[config.mk]
export PLATFORM = sky130hd
export DESIGN_NAME = frame_scheduler
export DESIGN_NICKNAME = d
export VERILOG_FILES = /design/src/rtl/frame_sched_pkg.sv /design/src/rtl/frame_sched_fifo.sv /design/src/rtl/frame_scheduler.sv
export SDC_FILE = /design/constraint.sdc
export NUM_CORES = 1
export LEC_CHECK = 0
export CAP_MARGIN = 20
export CORE_MARGIN = 2
export CORE_UTILIZATION = 58
export DETAILED_ROUTE_END_ITERATION = 12
export PLACE_DENSITY = 0.78
export SYNTH_ARGS = -nofsm -noshare
export SYNTH_HDL_FRONTEND = slang
export SYNTH_SLANG_ARGS = --single-unit
[constraint.sdc]
create_clock -name aclk -period 5.5 [get_ports aclk]
set_clock_uncertainty 0.05 [all_clocks]
set_input_delay 1.1 -clock aclk [delete_from_list [all_inputs] [get_ports aclk]]
set_output_delay 1.1 -clock aclk [all_outputs]
set_load 0.01 [all_outputs]
[src/rtl/frame_sched_pkg.sv]
// frame_sched_pkg: shared state encoding and coordinate type for the frame scheduler
package frame_sched_pkg;
  localparam int COORD_W_DEF = 12;
  typedef enum logic [1:0] {IDLE, ISSUE, DRAIN} state_t;
  typedef logic [COORD_W_DEF-1:0] coord_t;
endpackage

[src/rtl/frame_sched_fifo.sv]
// frame_sched_fifo: first-word-fall-through FIFO, W bits x DEPTH entries, with fill count
// Ports: i_clk/i_rst (async active-high), i_push/i_data write side, i_pop/o_data/o_empty read
// side (o_data valid whenever !o_empty), o_count current occupancy.
module frame_sched_fifo
  import frame_sched_pkg::*;
#(
  parameter int W = 32,
  parameter int DEPTH = 8
) (
  input  logic                     i_clk,
  input  logic                     i_rst,
  input  logic                     i_push,
  input  logic [W-1:0]             i_data,
  input  logic                     i_pop,
  output logic [W-1:0]             o_data,
  output logic                     o_empty,
  output logic [$clog2(DEPTH):0]   o_count
);
  localparam int AW = $clog2(DEPTH);
  localparam int CW = AW + 1;
  localparam logic [CW-1:0] DEPTH_C = CW'(DEPTH);
  logic [W-1:0] r_mem [DEPTH];
  logic [AW-1:0] r_wp, r_rp;
  logic [CW-1:0] r_cnt;
  always_ff @(posedge i_clk) if (i_push) r_mem[r_wp] <= i_data;
  always_ff @(posedge i_clk or posedge i_rst)
    if (i_rst) begin
      r_wp <= '0;
      r_rp <= '0;
      r_cnt <= '0;
    end else begin
      r_wp <= r_wp + AW'(i_push);
      r_rp <= r_rp + AW'(i_pop);
      r_cnt <= r_cnt + CW'(i_push) - CW'(i_pop);
    end
  // credit logic upstream must never push into a full FIFO unless a pop frees a slot
  always_ff @(posedge i_clk) if (!i_rst && i_push && !i_pop) assert (r_cnt != DEPTH_C);
  assign o_data = r_mem[r_rp];
  assign o_empty = r_cnt == '0;
  assign o_count = r_cnt;
endmodule

[src/rtl/frame_scheduler.sv]
// frame_scheduler: raster-order shader request issue, credit-limited result FIFO, AXI4-Stream video out
// Ports: aclk/areset (async active-high); start/continuous/cfg_width/cfg_height control;
// busy/frame_done status; shd_req_* coordinate request handshake; shd_rsp_* in-order results;
// m_axis_* video master (tuser=SOF, tlast=EOL or EOF by LAST_PER_LINE).
// Optional FRAME_SCHEDULER_PERF_EN adds perf_frame_cycles / perf_stall_cycles.
module frame_scheduler
  import frame_sched_pkg::*;
#(
  parameter int COORD_W = 12,
  parameter int PIX_W = 32,
  parameter int FIFO_DEPTH = 8,
  parameter int LAST_PER_LINE = 0
) (
  input  logic               aclk,
  input  logic               areset,
  input  logic               start,
  input  logic               continuous,
  input  logic [COORD_W-1:0] cfg_width,
  input  logic [COORD_W-1:0] cfg_height,
  output logic               busy,
  output logic               frame_done,
  output logic               shd_req_valid,
  input  logic               shd_req_ready,
  output logic [COORD_W-1:0] shd_req_x,
  output logic [COORD_W-1:0] shd_req_y,
  input  logic               shd_rsp_valid,
  input  logic [PIX_W-1:0]   shd_rsp_pixel,
  output logic [PIX_W-1:0]   m_axis_tdata,
  output logic               m_axis_tvalid,
  input  logic               m_axis_tready,
  output logic               m_axis_tuser,
  output logic               m_axis_tlast
`ifdef FRAME_SCHEDULER_PERF_EN
  ,
  output logic [31:0]        perf_frame_cycles,
  output logic [31:0]        perf_stall_cycles
`endif
);
  localparam int CW = $clog2(FIFO_DEPTH) + 1;
  localparam logic [CW-1:0] DEPTH_C = CW'(FIFO_DEPTH);
  state_t r_state, w_state_nxt;
  logic [COORD_W-1:0] r_w, r_h, r_x, r_y, r_ox, r_oy;
  logic [CW-1:0] r_out, w_count;
  logic [PIX_W-1:0] w_head;
  logic r_done, w_empty, w_push, w_pop, w_req_hs, w_start_ok, w_zero;
  logic w_last_x, w_last_req, w_eol, w_eof, w_frame_end;
  assign w_start_ok = start && r_state == IDLE;
  assign w_zero = cfg_width == '0 || cfg_height == '0;
  assign w_req_hs = shd_req_valid && shd_req_ready;
  assign w_last_x = r_x == r_w - 1'b1;
  assign w_last_req = w_last_x && r_y == r_h - 1'b1;
  assign w_eol = r_ox == r_w - 1'b1;
  assign w_eof = w_eol && r_oy == r_h - 1'b1;
  assign w_pop = m_axis_tvalid && m_axis_tready;
  assign w_frame_end = w_pop && w_eof;
  // r_out - w_count is the number of results still in flight; anything arriving
  // with nothing in flight (e.g. stale results after a reset) is discarded
  assign w_push = shd_rsp_valid && r_out != w_count;
  always_comb begin
    w_state_nxt = r_state;
    w_state_nxt = r_state == IDLE  ? (w_start_ok && !w_zero ? ISSUE : IDLE) :
                  r_state == ISSUE ? (w_req_hs && w_last_req ? DRAIN : ISSUE) :
                  (w_frame_end ? (continuous ? ISSUE : IDLE) : DRAIN);
    busy = r_state != IDLE;
    frame_done = r_done;
    shd_req_valid = r_state == ISSUE && r_out < DEPTH_C;
    shd_req_x = r_x;
    shd_req_y = r_y;
    m_axis_tvalid = !w_empty;
    m_axis_tdata = m_axis_tvalid ? w_head : '0;
    m_axis_tuser = m_axis_tvalid && r_ox == '0 && r_oy == '0;
    m_axis_tlast = m_axis_tvalid && w_eol && (LAST_PER_LINE != 0 || r_oy == r_h - 1'b1);
  end
  always_ff @(posedge aclk or posedge areset)
    if (areset) begin
      r_state <= IDLE;
      r_done <= 1'b0;
      r_w <= '0;
      r_h <= '0;
      r_x <= '0;
      r_y <= '0;
      r_ox <= '0;
      r_oy <= '0;
      r_out <= '0;
    end else begin
      r_state <= w_state_nxt;
      r_done <= w_frame_end || (w_start_ok && w_zero);
      if (w_start_ok) begin
        r_w <= cfg_width;
        r_h <= cfg_height;
      end
      if (w_start_ok || w_frame_end) begin
        r_x <= '0;
        r_y <= '0;
      end else if (w_req_hs) begin
        r_x <= w_last_x ? '0 : r_x + 1'b1;
        r_y <= w_last_x ? r_y + 1'b1 : r_y;
      end
      if (w_pop) begin
        r_ox <= w_eol ? '0 : r_ox + 1'b1;
        r_oy <= w_eof ? '0 : w_eol ? r_oy + 1'b1 : r_oy;
      end
      r_out <= r_out + CW'(w_req_hs) - CW'(w_pop);
    end
  frame_sched_fifo #(.W(PIX_W), .DEPTH(FIFO_DEPTH)) u_fifo (
    .i_clk(aclk),
    .i_rst(areset),
    .i_push(w_push),
    .i_data(shd_rsp_pixel),
    .i_pop(w_pop),
    .o_data(w_head),
    .o_empty(w_empty),
    .o_count(w_count)
  );
`ifdef FRAME_SCHEDULER_PERF_EN
  logic [31:0] r_pf, r_ps;
  always_ff @(posedge aclk or posedge areset)
    if (areset) begin
      r_pf <= '0;
      r_ps <= '0;
    end else if (w_start_ok) begin
      r_pf <= '0;
      r_ps <= '0;
    end else begin
      if (busy && r_pf != '1) r_pf <= r_pf + 1'b1;
      if (m_axis_tvalid && !m_axis_tready && r_ps != '1) r_ps <= r_ps + 1'b1;
    end
  assign perf_frame_cycles = r_pf;
  assign perf_stall_cycles = r_ps;
`endif
endmodule

==> qor.csv <==
metric,value,unit
synth_ff_type,edfxtp_1,
critPathMaxStageDelay,0.59,ns
clockRootBuffer,clkbuf_16,
wl_per_cell,22.0,um
drt_pass1_iterations,5,
clockPowerShare,25.2,%
synth_simple_gate_area_share,9.76,%
synth_top_area_share,49.1,%
top_usage_layer,met2,
synth-xor-area-share,5.00,%
viasPerCell,6.07,
syn_avg_cell_area,14.6,um2
antenna_found_initial,0,
path_class,register to output pin,
clock_sinks,345,
cts.clk_slew.worst_paths,0.06,ns
wl,34.4,mm
synth_top_cell_by_area,edfxtp_1,
min_from,u_fifo.r_wp[0],
place_ws,0.807,ns
fp.dieH,168,um
r2r_end,shd_req_x[6],
path_max_fanout,8,
clock_path_buffers,3,
worstHoldEndpoint,u_fifo.r_wp[0],
postCtsSetupBuffers,0,
finish.utilization,69.1,%
met1_usage,32.6,%
grt_max_degree,55,
min_period,5.31,ns
synth_cells,1076,
synth_area,15700,um2
setup.worst_path.start_class,register,
period_share,96.6,%
met3_usage,4.94,%
required,4.35,ns
setup_viol,0,
initial_utilization,58.6,%
fillers,1780,
dp_hpwl,21.6,mm
nets,1283,
syn_nets,1162,
core-area,26700,um2
p_int,6.25,mW
synth_most_common_cell,edfxtp_1,
antennaDiodeCount,0,
drv_cap,0,
run_status,"finished, final reports clean",
ir_drop,0.000508,V
synth_area_leaders,"edfxtp_1, dfrtp_1, mux4_2, mux2i_1, xnor2_1",
setup_tns,0,ns
max_freq,0.188,GHz
drtIter0Drc,692,
power_switching_share,32.5,%
grt_usage,24.7,%
hp-class,register to register,
r2r_start,r_h[0],
cts_buffers,36,
vias,9501,
synthAdderAreaFrac,1.93,%
setup_slack,0.186,ns
ys_async_sr_fraction,25.8,%
critPathCaptureType,output pin,
drive_above_1_share,14.4,%
muxShareOfSynthArea,12.4,%
syn_to_final_growth,17.9,%
pwr-share-comb,33.8,%
htree_levels,2,
worst-r2r-setup-slack,1.25,ns
ant_nets,0,
cts_tree,done,
synth_edf_count,256,
holdPathStages,1,
synth_commonest_cells,"edfxtp_1, dfrtp_1, nor2_1",
crit_chain,"inv_1, ha_1, or4b_1, or4b_1, and3_1, o31a_1, nor4_2, and3_1, clkdlybuf4s50_1",
finalPower,9.25,mW
slew_viol_final,0,
grt_pass1_wl,53.0,mm
fp.dieW,168,um
ios,125,
grtUsageMet2,42.1,%
port_buffers,124,
worstMarginPinSlew,0.966,ns
grt_pass1_vias,9474,
critPathArrivalTime,4.16,ns
seq_power_share,41.0,%
holdBufCountCts,0,
cts_resized,0,
rsz0062_at_grt,no,
finalHoldViolations,0,
drc,0,
p_per_area,501,nW/um2
synth_top_family_by_area,multiplexers,
cpMaxStageDelayCell,or4b_1,
num_rows,60,
leakage,6.62,nW
maxSlewHeadroom,35.4,%
dieArea,28300,um2
gp_congestion,0.892,
synth.distinct_cells,71,
clk_latency,0.53,ns
switching_power,3.00,mW
seq_area_frac_synth,63.3,%
grt-ovfl-total,0,
synth_compound_area_share,5.03,%
ys_seq_elements,345,
rr_worst_depth,11,
synth_warnings,0,
through the flow:
step	cells	instance area (um2)	hold slack, ns
final	1566	18500	0.473
after global routing	1566	18500	0.488
after CTS	1565	18400	0.475
after detailed placement	1499	17300	0.451
after global placement	1499	17300	0.438
after floorplan	1076	15700	0.414
layout make-up:
class                   count  area, um2  share of cell area (%)
well taps                 341        427                    2.31
flip-flops and latches    345       9920                    53.7
clock buffers              48        967                    5.24
inverters                  38        144                   0.779
clock inverters            18        174                   0.941
repair buffers            146       1430                    7.72
multi-input cells         630       5420                    29.3
worst max path at each step:
stage,startpoint,endpoint,slack [ns],depth (start not counted)
after floorplan,r_h[0],m_axis_tlast,1.23,9
after CTS,r_h[0],m_axis_tlast,0.20,9
final,r_h[0],m_axis_tlast,0.19,9
after global placement,r_h[0],m_axis_tlast,0.88,9
after global routing,r_h[0],m_axis_tlast,0.009,9
after detailed placement,r_h[0],m_axis_tlast,0.81,9
placed cells by master, fill, tap and decap left out, types with 3 or more instances in the layout:
master	count
nand3_1	21
nor3b_1	4
o22ai_1	4
a21o_1	5
nor3_1	15
or2_2	4
or4_1	10
or3_1	14
a211oi_1	3
nor2_1	73
clkinv_1	7
nor4_1	18
clkinv_2	6
xnor2_1	37
nand2b_1	12
nand3b_1	4
inv_1	37
and2_1	4
nor2_4	6
o21ai_0	51
ha_1	21
xnor3_1	6
nand4_1	18
mux4_2	64
a21oi_1	22
and3_1	17
nand2_1	48
o31ai_1	6
dfrtp_1	86
clkbuf_1	11
a31oi_1	5
xor2_1	37
mux2_2	15
clkbuf_16	37
edfxtp_1	256
clkdlybuf4s50_1	124
buf_4	21
mux2i_1	34
registers in the layout, summed over array words and instances, names as in the netlist:
| name | cells |
|---|---|
| u_fifo.o_count | 4 |
| frame_done | 1 |
| u_fifo.r_mem | 256 |
| r_out | 4 |
| r_h | 12 |
| shd_req_x | 12 |
| r_state | 2 |
| r_w | 12 |
| u_fifo.r_wp | 3 |
| u_fifo.r_rp | 3 |
| shd_req_y | 12 |
| r_oy | 12 |
| r_ox | 12 |
power by group through the flow:
stage | registers, mW | logic (mW) | clock network [mW]
finish | 3.79 | 3.13 | 2.33
global route | 3.85 | 3.39 | 2.48
CTS | 3.79 | 3.17 | 2.38
detailed placement | 3.83 | 3.12 | 0
global placement | 3.80 | 3.07 | 0
floorplan | 3.50 | 2.25 | 0
metal layers:
metal / wire length, um / vias to the layer above
met3: 2190 / 55
met1: 14000 / 4776
met5: 0 / -
met4: 851 / 0
met2: 17400 / 316
li1: - / 4354
cell families (layout without fill, tap and decap cells):
| family | Yosys count | after routing |
|---|---|---|
| AND/OR/NAND/NOR | 289 | 289 |
| flip-flops | 345 | 345 |
| multiplexers | 113 | 113 |
| XOR/XNOR | 80 | 80 |
| adder cells (fa/ha/maj) | 23 | 23 |
| buffers and inverters | 101 | 250 |
| AO/OA/AOI/OAI | 125 | 125 |
critical path: cells and delay by family, from the launching register on:
kind | cells | cell delay (ns)
AOI/OAI and AO/OA | 1 | 0.30
and+or+nand+nor | 5 | 1.95
DFF | 1 | 0.41
buffers and inverters | 2 | 0.66
adders and majority gates | 1 | 0.32
(Power assumes the default switching activity.)
